`src/rtl/mem_port_arbiter_pkg.sv`:
```
// Shared types for the memory port arbiter: access size encoding, arbiter
// state, grant owner, and the misalignment test used when MISALIGN_TRAP_EN
// is defined.
package mem_port_arbiter_pkg;

    typedef enum logic [1:0] {
        BYTE      = 2'b00,
        HALF_WORD = 2'b01,
        WORD      = 2'b10
    } mem_size_t;

    typedef enum logic [1:0] {
        ARB_IDLE = 2'b00,
        ARB_REQ  = 2'b01,
        ARB_RSP  = 2'b10,
        ARB_DONE = 2'b11
    } arb_state_t;

    typedef enum logic {
        GNT_IF = 1'b0,
        GNT_D  = 1'b1
    } arb_grant_t;

    // A halfword must sit on an even address and a word on a multiple of four.
    // Any size other than BYTE/HALF_WORD is handled as a word.
    function automatic logic is_misaligned(input logic [1:0] size, input logic [1:0] addr_lo);
        logic mis;
        case (size)
            BYTE:      mis = 1'b0;
            HALF_WORD: mis = addr_lo[0];
            default:   mis = (addr_lo != 2'b00);
        endcase
        return mis;
    endfunction

endpackage

```
`src/rtl/mem_port_arbiter_lane.sv`:
```
// mem_lane_align: combinational byte-lane steering for the arbiter.
// Store side turns size/address/data into strobes and lane-replicated data;
// load side picks the addressed lane out of the read word and extends it.
module mem_lane_align
    import mem_port_arbiter_pkg::*;
(
    input  logic [1:0]  size,
    input  logic [1:0]  addr_lo,
    input  logic [31:0] wdata,
    input  logic        zext,
    input  logic [31:0] rdata,
    output logic [3:0]  wstrb,
    output logic [31:0] wdata_rep,
    output logic [31:0] ld_data
);

    logic [7:0]  byte_s;
    logic [15:0] half_s;

    // Store strobes and replicated write data; unknown sizes act as WORD
    always_comb begin
        wstrb     = 4'h0;
        wdata_rep = 32'h0000_0000;
        case (size)
            BYTE: begin
                wstrb     = 4'b0001 << addr_lo;
                wdata_rep = {4{wdata[7:0]}};
            end
            HALF_WORD: begin
                wstrb     = addr_lo[1] ? 4'b1100 : 4'b0011;
                wdata_rep = {2{wdata[15:0]}};
            end
            default: begin
                wstrb     = 4'hF;
                wdata_rep = wdata;
            end
        endcase
    end

    // Select the addressed byte and halfword lanes of the read word
    always_comb begin
        byte_s = 8'h00;
        half_s = 16'h0000;
        case (addr_lo)
            2'd0:    byte_s = rdata[7:0];
            2'd1:    byte_s = rdata[15:8];
            2'd2:    byte_s = rdata[23:16];
            default: byte_s = rdata[31:24];
        endcase
        if (addr_lo[1]) begin
            half_s = rdata[31:16];
        end else begin
            half_s = rdata[15:0];
        end
    end

    // Zero- or sign-extend the selected lane
    always_comb begin
        ld_data = 32'h0000_0000;
        case (size)
            BYTE:      ld_data = zext ? {24'h00_0000, byte_s} : {{24{byte_s[7]}}, byte_s};
            HALF_WORD: ld_data = zext ? {16'h0000, half_s}    : {{16{half_s[15]}}, half_s};
            default:   ld_data = rdata;
        endcase
    end

endmodule

```
`src/rtl/mem_port_arbiter.sv`:
```
// mem_port_arbiter: shares one single-port memory between instruction fetch
// and the load/store path, one transaction in flight at a time.
// D has priority except when IF has waited through STARVE_MAX D grants.
// Optional feature: define MISALIGN_TRAP_EN to trap misaligned D accesses
// (granted, no memory access, d_misalign reported) instead of ignoring the
// offending low address bits.
module mem_port_arbiter
    import mem_port_arbiter_pkg::*;
#(
    parameter int STARVE_MAX = 4
) (
    input  logic        clk,
    input  logic        rst_n,
    input  logic        if_req_valid,
    input  logic [31:0] if_req_addr,
    output logic        if_req_ready,
    output logic        if_rsp_valid,
    output logic [31:0] if_rsp_data,
    input  logic        d_req_valid,
    input  logic        d_req_write,
    input  logic [1:0]  d_req_size,
    input  logic        d_req_zext,
    input  logic [31:0] d_req_addr,
    input  logic [31:0] d_req_wdata,
    output logic        d_req_ready,
    output logic        d_rsp_valid,
    output logic [31:0] d_rsp_data,
    output logic        d_misalign,
    output logic        mem_req_valid,
    input  logic        mem_req_ready,
    output logic        mem_req_write,
    output logic [31:0] mem_req_addr,
    output logic [3:0]  mem_req_wstrb,
    output logic [31:0] mem_req_wdata,
    input  logic        mem_rsp_valid,
    input  logic [31:0] mem_rsp_rdata
);

    localparam int              CNT_W      = $clog2(STARVE_MAX + 1);
    localparam logic [CNT_W-1:0] STARVE_LIM = CNT_W'(STARVE_MAX);

    arb_state_t       state_q, state_d;
    arb_grant_t       gnt_q, gnt_d;
    logic             write_q, write_d;
    logic [1:0]       size_q, size_d;
    logic             zext_q, zext_d;
    logic [1:0]       addr_lo_q, addr_lo_d;
    logic [CNT_W-1:0] starve_q, starve_d;
    logic             mem_req_valid_q, mem_req_valid_d;
    logic             mem_req_write_q, mem_req_write_d;
    logic [31:0]      mem_req_addr_q, mem_req_addr_d;
    logic [3:0]       mem_req_wstrb_q, mem_req_wstrb_d;
    logic [31:0]      mem_req_wdata_q, mem_req_wdata_d;
    logic             if_rsp_valid_q, if_rsp_valid_d;
    logic [31:0]      if_rsp_data_q, if_rsp_data_d;
    logic             d_rsp_valid_q, d_rsp_valid_d;
    logic [31:0]      d_rsp_data_q, d_rsp_data_d;
    logic             d_misalign_q, d_misalign_d;

    logic             win_if_s, win_d_s, trap_s;
    logic [1:0]       al_size_s, al_lo_s;
    logic [3:0]       al_wstrb_s;
    logic [31:0]      al_wdata_s, al_ld_s;
    logic             unused_s;

    // Fetch addresses are word addresses; their low bits carry no meaning
    assign unused_s = ^if_req_addr[1:0];

    // Arbitration in IDLE: D wins unless IF has been starved to the limit
    always_comb begin
        win_d_s  = 1'b0;
        win_if_s = 1'b0;
        if (state_q == ARB_IDLE) begin
            if (d_req_valid && !(if_req_valid && (starve_q == STARVE_LIM))) begin
                win_d_s = 1'b1;
            end else if (if_req_valid) begin
                win_if_s = 1'b1;
            end else begin
                win_d_s  = 1'b0;
                win_if_s = 1'b0;
            end
        end else begin
            win_d_s  = 1'b0;
            win_if_s = 1'b0;
        end
    end

    assign if_req_ready = win_if_s;
    assign d_req_ready  = win_d_s;

`ifdef MISALIGN_TRAP_EN
    assign trap_s = win_d_s && is_misaligned(d_req_size, d_req_addr[1:0]);
`else
    assign trap_s = 1'b0;
`endif

    // The lane aligner sees the live request at grant time and the captured
    // request afterwards, when only its load-extract half matters
    assign al_size_s = (state_q == ARB_IDLE) ? d_req_size       : size_q;
    assign al_lo_s   = (state_q == ARB_IDLE) ? d_req_addr[1:0]  : addr_lo_q;

    mem_lane_align u_lane (
        .size      (al_size_s),
        .addr_lo   (al_lo_s),
        .wdata     (d_req_wdata),
        .zext      (zext_q),
        .rdata     (mem_rsp_rdata),
        .wstrb     (al_wstrb_s),
        .wdata_rep (al_wdata_s),
        .ld_data   (al_ld_s)
    );

    // Starvation counter: counts D grants that bypass a waiting IF
    always_comb begin
        starve_d = starve_q;
        if (win_if_s) begin
            starve_d = '0;
        end else if (win_d_s && if_req_valid) begin
            if (starve_q != STARVE_LIM) begin
                starve_d = starve_q + CNT_W'(1);
            end else begin
                starve_d = starve_q;
            end
        end else if ((state_q == ARB_IDLE) && !if_req_valid) begin
            starve_d = '0;
        end else begin
            starve_d = starve_q;
        end
    end

    // Transaction FSM with request capture and response pulse generation
    always_comb begin
        state_d         = state_q;
        gnt_d           = gnt_q;
        write_d         = write_q;
        size_d          = size_q;
        zext_d          = zext_q;
        addr_lo_d       = addr_lo_q;
        mem_req_valid_d = mem_req_valid_q;
        mem_req_write_d = mem_req_write_q;
        mem_req_addr_d  = mem_req_addr_q;
        mem_req_wstrb_d = mem_req_wstrb_q;
        mem_req_wdata_d = mem_req_wdata_q;
        if_rsp_valid_d  = 1'b0;
        if_rsp_data_d   = if_rsp_data_q;
        d_rsp_valid_d   = 1'b0;
        d_rsp_data_d    = d_rsp_data_q;
        d_misalign_d    = 1'b0;
        case (state_q)
            ARB_IDLE: begin
                if (win_d_s) begin
                    gnt_d     = GNT_D;
                    write_d   = d_req_write;
                    size_d    = d_req_size;
                    zext_d    = d_req_zext;
                    addr_lo_d = d_req_addr[1:0];
                    if (trap_s) begin
                        state_d       = ARB_DONE;
                        d_rsp_valid_d = 1'b1;
                        d_misalign_d  = 1'b1;
                        d_rsp_data_d  = 32'h0000_0000;
                    end else begin
                        state_d         = ARB_REQ;
                        mem_req_valid_d = 1'b1;
                        mem_req_write_d = d_req_write;
                        mem_req_addr_d  = {d_req_addr[31:2], 2'b00};
                        mem_req_wstrb_d = d_req_write ? al_wstrb_s : 4'h0;
                        mem_req_wdata_d = d_req_write ? al_wdata_s : 32'h0000_0000;
                    end
                end else if (win_if_s) begin
                    gnt_d           = GNT_IF;
                    write_d         = 1'b0;
                    state_d         = ARB_REQ;
                    mem_req_valid_d = 1'b1;
                    mem_req_write_d = 1'b0;
                    mem_req_addr_d  = {if_req_addr[31:2], 2'b00};
                    mem_req_wstrb_d = 4'h0;
                    mem_req_wdata_d = 32'h0000_0000;
                end else begin
                    state_d = ARB_IDLE;
                end
            end
            ARB_REQ: begin
                if (mem_req_ready) begin
                    state_d         = ARB_RSP;
                    mem_req_valid_d = 1'b0;
                end else begin
                    state_d = ARB_REQ;
                end
            end
            ARB_RSP: begin
                if (mem_rsp_valid) begin
                    state_d = ARB_DONE;
                    if (gnt_q == GNT_IF) begin
                        if_rsp_valid_d = 1'b1;
                        if_rsp_data_d  = mem_rsp_rdata;
                    end else begin
                        d_rsp_valid_d = 1'b1;
                        d_rsp_data_d  = write_q ? 32'h0000_0000 : al_ld_s;
                    end
                end else begin
                    state_d = ARB_RSP;
                end
            end
            ARB_DONE: state_d = ARB_IDLE;
            default:  state_d = ARB_IDLE;
        endcase
    end

    // State and output registers; reset drops any transaction in flight
    always_ff @(posedge clk or negedge rst_n) begin
        if (!rst_n) begin
            state_q         <= ARB_IDLE;
            gnt_q           <= GNT_IF;
            write_q         <= 1'b0;
            size_q          <= 2'b00;
            zext_q          <= 1'b0;
            addr_lo_q       <= 2'b00;
            starve_q        <= '0;
            mem_req_valid_q <= 1'b0;
            mem_req_write_q <= 1'b0;
            mem_req_addr_q  <= 32'h0000_0000;
            mem_req_wstrb_q <= 4'h0;
            mem_req_wdata_q <= 32'h0000_0000;
            if_rsp_valid_q  <= 1'b0;
            if_rsp_data_q   <= 32'h0000_0000;
            d_rsp_valid_q   <= 1'b0;
            d_rsp_data_q    <= 32'h0000_0000;
            d_misalign_q    <= 1'b0;
        end else begin
            state_q         <= state_d;
            gnt_q           <= gnt_d;
            write_q         <= write_d;
            size_q          <= size_d;
            zext_q          <= zext_d;
            addr_lo_q       <= addr_lo_d;
            starve_q        <= starve_d;
            mem_req_valid_q <= mem_req_valid_d;
            mem_req_write_q <= mem_req_write_d;
            mem_req_addr_q  <= mem_req_addr_d;
            mem_req_wstrb_q <= mem_req_wstrb_d;
            mem_req_wdata_q <= mem_req_wdata_d;
            if_rsp_valid_q  <= if_rsp_valid_d;
            if_rsp_data_q   <= if_rsp_data_d;
            d_rsp_valid_q   <= d_rsp_valid_d;
            d_rsp_data_q    <= d_rsp_data_d;
            d_misalign_q    <= d_misalign_d;
        end
    end

    assign mem_req_valid = mem_req_valid_q;
    assign mem_req_write = mem_req_write_q;
    assign mem_req_addr  = mem_req_addr_q;
    assign mem_req_wstrb = mem_req_wstrb_q;
    assign mem_req_wdata = mem_req_wdata_q;
    assign if_rsp_valid  = if_rsp_valid_q;
    assign if_rsp_data   = if_rsp_data_q;
    assign d_rsp_valid   = d_rsp_valid_q;
    assign d_rsp_data    = d_rsp_data_q;
    assign d_misalign    = d_misalign_q;

endmodule
```
`config.mk`:
```
export PLATFORM = sky130hd
export DESIGN_NAME = mem_port_arbiter
export DESIGN_NICKNAME = d
export VERILOG_FILES = /design/src/rtl/mem_port_arbiter_pkg.sv /design/src/rtl/mem_port_arbiter_lane.sv /design/src/rtl/mem_port_arbiter.sv
export SDC_FILE = /design/constraint.sdc
export NUM_CORES = 1
export LEC_CHECK = 0
export CELL_PAD_IN_SITES_DETAIL_PLACEMENT = 0
export CELL_PAD_IN_SITES_GLOBAL_PLACEMENT = 1
export CORE_MARGIN = 2
export CORE_UTILIZATION = 35
export CTS_BUF_LIST = sky130_fd_sc_hd__clkbuf_4
export CTS_CLUSTER_DIAMETER = 50
export DETAILED_ROUTE_END_ITERATION = 8
export MAX_ROUTING_LAYER = met4
export PLACE_DENSITY = 0.8
export SLEW_MARGIN = 20
export SYNTH_ARGS = -nofsm -noshare
export SYNTH_HDL_FRONTEND = slang
export SYNTH_HIERARCHICAL = 1
export SYNTH_SLANG_ARGS = --single-unit
```
`constraint.sdc`:
```
create_clock -name clk -period 2.85 [get_ports clk]
set_input_delay 0.57 -clock clk [delete_from_list [all_inputs] [get_ports clk]]
set_output_delay 0.57 -clock clk [all_outputs]
set_load 0.005 [all_outputs]
```
### Word-level counts from Yosys, hierarchy flattened

Cells that the tools add are included.

* input port bits: 138
* output and inout bits: 139
* register bits: 147
* logic and storage cells: 93

* bitwise gates (word level): 1
* reduce and logical (&&, ||, !) cells: 18
* $add $sub $neg: 1
* multiplexer cells: 46
* shift operators: 1
* equal/unequal tests: 11

Operator list (number)
* 32-bit 2-to-1 mux: 8
* 32-bit one-hot mux with 2 select lines: 2
* 8-bit one-hot mux with 3 select lines: 1
* 1-bit 2-to-1 mux: 20
* 16-bit 2-to-1 mux: 1
* 4-bit 2-to-1 mux: 4
* 3-bit 2-to-1 mux: 4
* 3-bit AND reduction: 3
* 2-bit one-hot mux with 4 select lines: 1
* 4-bit one-hot mux with 2 select lines: 1
* 2-bit by 1-bit == test with 1-bit output (second input constant): 3
* 2-bit == test (second input constant): 3
* 2-bit logical NOT: 3
* 2-bit 2-to-1 mux: 3
* 3-bit != test (second input constant): 2
* 2-bit AND reduction: 3
* 1-bit logical AND: 4
* 2-bit nonzero test: 2
* 1-bit by 2-bit left shift with 4-bit output (first input constant): 1
* 3-bit by 1-bit adder with 3-bit output (second input constant): 1
* 3-bit == test (second input constant): 1
* 3-bit by 2-bit != test with 1-bit output (second input constant): 1
* 3-bit nonzero test: 1
* 1-bit logical NOT: 2
* 3 further kinds: 3

### Logic depth before layout (Yosys ltp)

Gate-level depths: netlist (run 1).

* depth after elaboration: 9
* mapped depth: 10
* gate-level depth less buffers: 7

### Cells and area by module

The synthesis (run 1) kept the hierarchy.

Modules (own cells, without submodules)
* mem_port_arbiter: area an instance 6570.1 µm², seq. area each 3628.5 µm², cells each 529, instances 1
* mem_lane_align: area an instance 1183.6 µm², seq. area each 0.0 µm², cells each 170, instances 1

### Worst setup path after synthesis (run 1)

OpenSTA, ideal clock, no wires.

* path kind: register -> register
* start: register state_q[0]
* end: register d_rsp_data_q[1], in the netlist d_rsp_data[1]
* setup time: 0.083 ns
* path buffers: 3
* arrival: 2.194 ns
* period minus slack after synthesis: 2.276 ns
* cell stages (with the launch flop): 11
* setup slack: 0.574 ns
* required time: 2.767 ns
* path through: dfrtp_1 > buf_2 > nor2_2 > mux2_2 > buf_2 > or3b_1 > clkbuf_1 > nor2_1 > a221o_1 > nand2b_1 > o21ai_0

* elaborated cells between the ends (all ways): 16
* those cells by class: 4 x eq/ne; 8 x mux; 4 x reduce/logical

RTL lines
* start: declaration: RTL line mem_port_arbiter.sv:42 `arb_state_t state_q, state_d;`
* start signal: assignment: RTL line mem_port_arbiter.sv:231 `state_q <= state_d;`
* 2-bit logical NOT *: RTL line mem_port_arbiter.sv:99 `assign al_size_s = (state_q == ARB_IDLE) ? d_req_size : size_q;`
* 2-bit 2-to-1 mux *: RTL line mem_port_arbiter.sv:99
* net al_size_s[0]: RTL line mem_port_arbiter.sv:61 `logic [1:0] al_size_s, al_lo_s;`
* 2-bit by 1-bit == test with 1-bit output / 2-bit logical NOT (equally long branches): RTL line mem_port_arbiter_lane.sv:60 `case (size)`
* 32-bit one-hot mux with 2 select lines *: RTL line mem_port_arbiter_lane.sv:60
* net al_ld_s[1]: RTL line mem_port_arbiter.sv:63 `logic [31:0] al_wdata_s, al_ld_s;`
* 32-bit 2-to-1 mux *: RTL line mem_port_arbiter.sv:199 `d_rsp_data_d = write_q ? 32'h0000_0000 : al_ld_s;`
* end signal: assignment: RTL line mem_port_arbiter.sv:246 `d_rsp_data_q <= d_rsp_data_d;`
* end: declaration: RTL line mem_port_arbiter.sv:57 `logic [31:0] d_rsp_data_q, d_rsp_data_d;`

Mark *: on every way through the listed nets, which the timed path passes. The rest lies on a longest branch.
A chain may end at the register's enable or synchronous reset.

### Worst setup path in the final report (run 1)

* start: register state_q[0]
* end: output port if_req_ready

* longest elaborated chain between the ends: 2

RTL lines
* 2-bit logical NOT: RTL line mem_port_arbiter.sv:73 `if (state_q == ARB_IDLE) begin`
* 1-bit 2-to-1 mux: RTL line mem_port_arbiter.sv:73
* end: declaration: RTL line mem_port_arbiter.sv:16 `output logic if_req_ready,`

Every way passes these cells.

==> results of run 1 <==
==> power by group through the flow <==
| stage | logic [uW] | clock network [uW] | registers (uW) |
|---|---|---|---|
| CTS | 6570 | 1420 | 3500 |
| global route | 7090 | 1510 | 3620 |
| floorplan | 3620 | 0 | 3590 |
| detailed placement | 6540 | 0 | 3540 |
| global placement | 6490 | 0 | 3490 |
| finish | 6520 | 1360 | 3480 |
==> layout make-up <==
| cell class | instances | area share, % |
|---|---|---|
| Tap cell | 280 | 3.199 |
| Antenna cell | 1 | 0.02285 |
| Clock buffer | 17 | 1.165 |
| Timing Repair Buffer | 291 | 26.63 |
| Sequential cell | 145 | 33.13 |
| Inverter | 19 | 0.6512 |
| Multi-Input combinational cell | 477 | 33.75 |
| Clock inverter | 15 | 1.451 |
==> layer usage <==
| layer | GRT usage [%] | up-vias |
|---|---|---|
| met3 | 3.969 | 34 |
| met2 | 31.16 | 189 |
| met5 | - | - |
| met4 | 6.217 | 0 |
| li1 | - | 2898 |
| met1 | 28.07 | 2934 |
==> worst paths after layout <==
check	startpoint	to	slack (ps)	cells after the start
min	d_rsp_data[25]	d_rsp_data[25]	490	2
max in group asynchronous	rst_n	d_rsp_data[5]	1630	3
max reg2reg	state_q[0]	d_rsp_data[2]	480	7
max	state_q[0]	if_req_ready	120	4
min in group asynchronous	rst_n	mem_req_wdata[20]	540	2
min reg2reg	d_rsp_data[25]	d_rsp_data[25]	490	2
==> worst register-to-register path, delay by kind of cell, from the launching register on <==
kind | cells | cell delay (ps)
muxes | 1 | 440
AOI/OAI and AO/OA | 3 | 950
and+or+nand+nor | 3 | 500
DFF | 1 | 410
==> registers in the layout, indices dropped and copies added, names as in the netlist, named ones only <==
signal	cells
mem_req_valid	1
addr_lo_q	2
if_rsp_valid	1
size_q	2
mem_req_wdata	32
zext_q	1
starve_q	3
mem_req_wstrb	4
if_rsp_data	32
gnt_q	1
mem_req_write	1
state_q	1
d_rsp_valid	1
mem_req_addr	30
d_rsp_data	32
==> cells in the final DEF (no fill, tap or decap), types with 2 or more instances in the layout <==
master and count:
clkbuf_4 17, buf_12 4, a21oi_1 32, mux2_2 55
clkinv_4 4, clkinv_1 2, conb_1 3, o211ai_1 7
clkinv_2 2, ha_1 2, a221o_1 6, nand3_1 3
mux2i_1 51, inv_1 18, nand2_1 125, inv_6 4
dfrtp_1 145, nor2_1 12, bufinv_16 2, o22ai_1 2
mux2_1 7, buf_4 15, nand2b_1 34, mux2_4 56
clkinvlp_4 2, clkdlybuf4s50_1 270, o21ai_0 52, a2bb2oi_1 9
==> what timing repair did <==
item / CTS / global route
hold buffers: 1 / 0
endpoints found under the hold margin: 54 / 0
setup endpoints to repair: 0 / 0
==> kinds of logic after synthesis <==
group | count (synthesis)
and+or+nand+nor | 187
muxes | 171
DFF | 145
AOI/OAI and AO/OA | 114
buffers and inverters | 79
adders and majority gates | 2
other | 1
==> stage by stage <==
step | cells | total power [uW] | cell area (um^2) | hold WS, ps
after floorplan | 701 | 7203 | 7761 | 274.4
after global placement | 1211 | 9981 | 10650 | 463.7
after detailed placement | 1211 | 10080 | 10650 | 470.7
after CTS | 1244 | 11480 | 10950 | 499.8
after global routing | 1245 | 12210 | 10950 | 527.8
final | 1245 | 11360 | 10950 | 493.1
==> summary.md, run 1 <==
| Metric | Value |
|---|---|
| Status | finished clean |
| Max-cap viol count | 0 |
| #FFs+latches synth | 145 |
| Post-Route M1 WL | 10690 um |
| 1st-iter DRT viols | 330 |
| Sw Ratio | 35.82% |
| Reg clk slew, reported paths | 130 ps |
| Leak | 0.004990 uW |
| Sequential group share of total power | 30.7% |
| CP cell instances | buf_4 -> or3b_4 -> nor2_1 -> clkdlybuf4s50_1 |
| Area delta synth->final | 41.25% |
| Crit path max-delay family | buffers and inverters |
| Die footprint | 0.02336 mm^2 |
| Crit end category | output port |
| Vias | 6055 |
| Seq/Total Area, Yosys | between 40% and 50% |
| Fmax | approximately 370 MHz |
| Met2 wire length | 10810 um |
| Async S/R FF share, synth | 100.0% |
| DR top layer | met4 |
| Min cycle time layout | 2732 ps |
| Clk_lat worst skew | ~560 ps |
| Multi-input combinational cell area | 0.003696 mm^2 |
| Final ANT Viol Nets | 0 |
| Mapped Area | 0.007754 mm^2 |
| Distinct cells, synth | 45 |
| Total GRT Usage | around a fifth |
| FF+latch area | 0.003628 mm^2 |
| CTS Buf Count | 17 |
| Input/output buffers | 271 |
| Commonest cells in the netlist | dfrtp_1, nand2_1, mux2_4 |
| Setup TNS | 0 ps |
| Adder-cell share of the synthesized area | 0.3227% |
| Clock Tree Root | clkbuf_4 |
| Fin nets | about 1100 |
| Overall routed net length | 23100 um |
| Compound-cell area share of the yosys netlist | 8.811% |
| Drt drc | 0 |
| Sink Count | 145 |
| Combinational share of power | 57.4% |
| Post-synthesis mux area share | 27.06% |
| Buf/Inv on CP | 2 |
| Post-Syn Instances | 699 |
| Synth Warn # | 6 |
| Mean Syn Cell Area | 11.09 um^2 |
| H-tree depth | 4 |
| Crit path kind | flip-flop to output port |
| Initial Util | 35.64% |
| Post-synth top area share | 46.80% |
| Largest net degree at the start of global routing | between 70 and 80 |
| Worst-margin pin slew | 617.5 ps |
| Wire per inst | 18.55 um |
| Largest family of logic cells by synthesized area | multiplexers |
| Worst setup margin | around 120 ps |
| Congestion Overflow GR | 0 |
| Post-synth EDFFs | 0 |
| CTS tree | built |
| Die Y | roughly 150 um |
| CP arrival | roughly 2200 ps |
| Fillcell total | 2053 |
| Placer Congestion | 0.8341 |
| Clock tree buffer depth | 2 |
| Pwr/cell area | 1038 mW/mm^2 |
| Vias/cell | 4.863 |
| Max VDD drop | around 0.00037 V |
| Most frequent cell after synthesis | dfrtp_1 |
| Chip width | 152.8 um |
| CP max FO | 10 |
| HPWL after DPL | 16810 um |
| CORE AREA | about 0.022 mm^2 |
| Layout cell share with drive strength beyond 1 | 17.95% |
| Top FF cell, synth | dfrtp_1 |
| PostCTS Resize Cnt | 0 |
| Simple-gate share of the synthesized area | 11.13% |
| Share of the clock period used by the worst path | 95.86% |
| Clk_skew | 22.95 ps |
| Initial antenna violation count | 1 |
| Xor/xnor share of the synthesized area | 0% |
| Final setup vio count | 0 |
| Ports | 277 |
| Row cnt | 54 |
| Dpl ws | 205.2 ps |
| Post-CTS setup repair buffer count | 0 |
| Vias in the first global route | between 6000 and 7000 |
| WL met3 | 1112 um |
| Drt first pass iters | 4 |
| Max-slew violations | 0 |
| RSZ-0062 raised after global routing | false |
| CP required | between 2000 and 2500 ps |
| NetSw | 4070 uW |
| Worst setup SP type | flip-flop |
| Clock power share | between 10% and 20% |
| Final hold vios | 0 |
| Crit path largest cell delay | ~520 ps |
| Hold Crit Class | flip-flop to flip-flop |
| Top cells by area, synth | dfrtp_1, mux2_4, mux2_2 |
| Pint | between 7000 and 8000 uW |
| Final Util | 50.34% |
| CP max stage cell | clkdlybuf4s50_1 |
| First-pass GRT wire length | ~37000 um |
| Worst slew margin | between 50% and 60% |
| Area leader, netlist | dfrtp_1 |
(Power assumes the default switching activity.)
==> inputs of run 2 (changes only) <==
- clock period: 2.85 -> 2.7 ns (I/O delays scaled with it)
==> run 2 against run 1 <==
Effect of this change:
- worst setup slack better by 130 ps
- critical path depth stayed put
- first-iteration DRC count is 16% higher
- utilization is 0.28 points higher
- sequential cell count stayed put
- sequential share of layout area is 0.18 points lower
- sequential power is 6.0% higher
==> summary.md, run 2 (same netlist as run 1, synthesis figures left out) <==
| Metric | Value |
|---|---|
| Initial Util | 35.64% (unchanged) |
| Share of the clock period used by the worst path | 90.78% |
| Critical Path Start | state_q[0] |
| Die footprint | 0.02336 mm^2 (unchanged) |
| CORE AREA | 0.02176 mm^2 (unchanged) |
| Min cycle time layout | 2451 ps |
| R2r setup slk | 430 ps (-50 ps) |
| CP arrival | 1910 ps (-250 ps) |
| Worst-margin pin slew | 617.5 ps (+0.05740 ps) |
| Drt first pass iters | 4 (unchanged) |
| Post-CTS setup repair buffer count | 0 (unchanged) |
| Worst setup SP type | flip-flop |
| CTS tree | built |
| Reg clk slew, reported paths | 120 ps (about the same) |
| Clock Tree Root | clkbuf_4 |
| Final hold vios | 0 (unchanged) |
| Final ANT Viol Nets | 0 (unchanged) |
| Max-cap viol count | 0 (unchanged) |
| Chip width | 152.8 um (unchanged) |
| Area delta synth->final | 42.04% |
| Vias | 6047 (-0.13%) |
| Clk_skew | 23.54 ps (+0.5937 ps) |
| Worst r2r path cells | 7 (unchanged) |
| Setup TNS | 0 ps (unchanged) |
| CTS Buf Count | 17 (unchanged) |
| Input/output buffers | 271 (unchanged) |
| Crit path kind | flip-flop to output port |
| Largest net degree at the start of global routing | 74 (unchanged) |
| HPWL after DPL | 16720 um (-0.53%) |
| Leak | 0.005040 uW (+1.0%) |
| Initial antenna violation count | 2 (+1) |
| Post-layout power | 12070 uW (+6.3%) |
| Total GRT Usage | 20.47% (-0.085 points) |
| Wire per inst | 18.35 um (-1.1%) |
| Clock tree buffer depth | 2 (unchanged) |
| Crit end category | output port |
| Vias/cell | 4.834 (-0.61%) |
| Commonest cells after routing, fill and taps aside | clkdlybuf4s50_1, dfrtp_1, nand2_1, mux2_4, mux2_2 |
| CP max FO | 10 (unchanged) |
| CP endpoint | if_req_ready |
| Die Y | 152.8 um (unchanged) |
| CP required | 2160 ps (-120 ps) |
| Congestion Overflow GR | 0 (unchanged) |
| 1st-iter DRT viols | 383 (+16%) |
| Pwr/cell area | 1096 mW/mm^2 (+5.7%) |
| Status | finished clean |
| Overall routed net length | 22950 um (-0.62%) |
| Max-slew violations | 0 (unchanged) |
| Layout cell share with drive strength beyond 1 | 18.37% (+0.42 points) |
| Final setup vio count | 0 (unchanged) |
| Sink Count | 145 (unchanged) |
| Max VDD drop | 0.0004175 V (+14%) |
| H-tree depth | 4 (unchanged) |
| Fmax | 408.0 MHz |
| Worst slew margin | 58.83% (about the same) |
| RSZ-0062 raised after global routing | false |
| Clk_lat worst skew | 570 ps (about the same) |
| Vias in the first global route | 6269 (+0.64%) |
| Drt drc | 0 (unchanged) |
| Reg2reg end | d_rsp_data[28] |
| First-pass GRT wire length | 36450 um (-0.30%) |
| Hold Crit Class | flip-flop to flip-flop |
| Fin nets | 1097 (+0.55%) |
| Most common cell after layout, fill and taps aside | clkdlybuf4s50_1 |
| Row cnt | 54 (unchanged) |
| Ports | 277 (unchanged) |
| Placer Congestion | 0.8383 (+0.50%) |
run 2: critical path, cell delays in order (launching register included):
cell	delay [ps]
dfrtp_1	420
buf_4	180
or3b_4	400
nor2_1	100
dlygate4sd2_1	260
run 2: worst min-delay path by stage:
stage,to,cells after the start,start,slack (ps)
5_1_grt,mem_req_wdata[20],2,rst_n,510
3_5_place_dp,d_rsp_data[29],2,d_rsp_data[29],470
4_1_cts,mem_req_wdata[20],2,rst_n,470
2_1_floorplan,asynchronous set/reset pin,0,rst_n,240
6_report,d_rsp_data[29],2,d_rsp_data[29],490
3_3_place_gp,d_rsp_data[28],2,d_rsp_data[28],460
run 2: final cells by class:
cell class	instances	area, um^2
clock inverter	14	166.4
sequential	145	3628
clock buffer	17	127.6
inverter	19	71.32
timing repair buffer	297	2963
fill	2043	10740
antenna	2	5.005
tap	280	350.3
multi-input combinational	477	3701
run 2: repair_timing:
item | 4_1_cts | 5_1_grt
setup endpoints to repair | 2 | 1
resized for setup | 2 | 1
hold endpoints to repair | 53 | 0
hold buffers | 1 | 0
run 2: per-layer routing:
metal	global-route usage, %	up-vias	routed length, um
li1	-	2909	-
met1	27.17	2922	10490
met2	31.28	185	10760
met3	3.969	31	1203
met4	7.496	0	499
met5	-	-	0
run 2: per-stage QoR:
step | hold slack (ps) | utilization, % | cells | area (um^2) | setup WS (ps)
global route | 506.3 | 50.62 | 1251 | 11010 | 161.3
finish | 491.4 | 50.62 | 1251 | 11010 | 249.0
floorplan | 244.4 | - | 701 | 7761 | 423.6
CTS | 465.8 | 50.59 | 1249 | 11010 | 45.08
detailed placement | 469.4 | 49.17 | 1217 | 10700 | 126.4
global placement | 464.3 | 49.17 | 1217 | 10700 | 143.5
run 2: power by group:
part           leakage (uW)  switching, uW  internal, uW  total, uW
Combinational       0.00306           2910          4010       6910
Sequential          0.00183            526          3170       3690
Clock              0.000151            837           634       1470
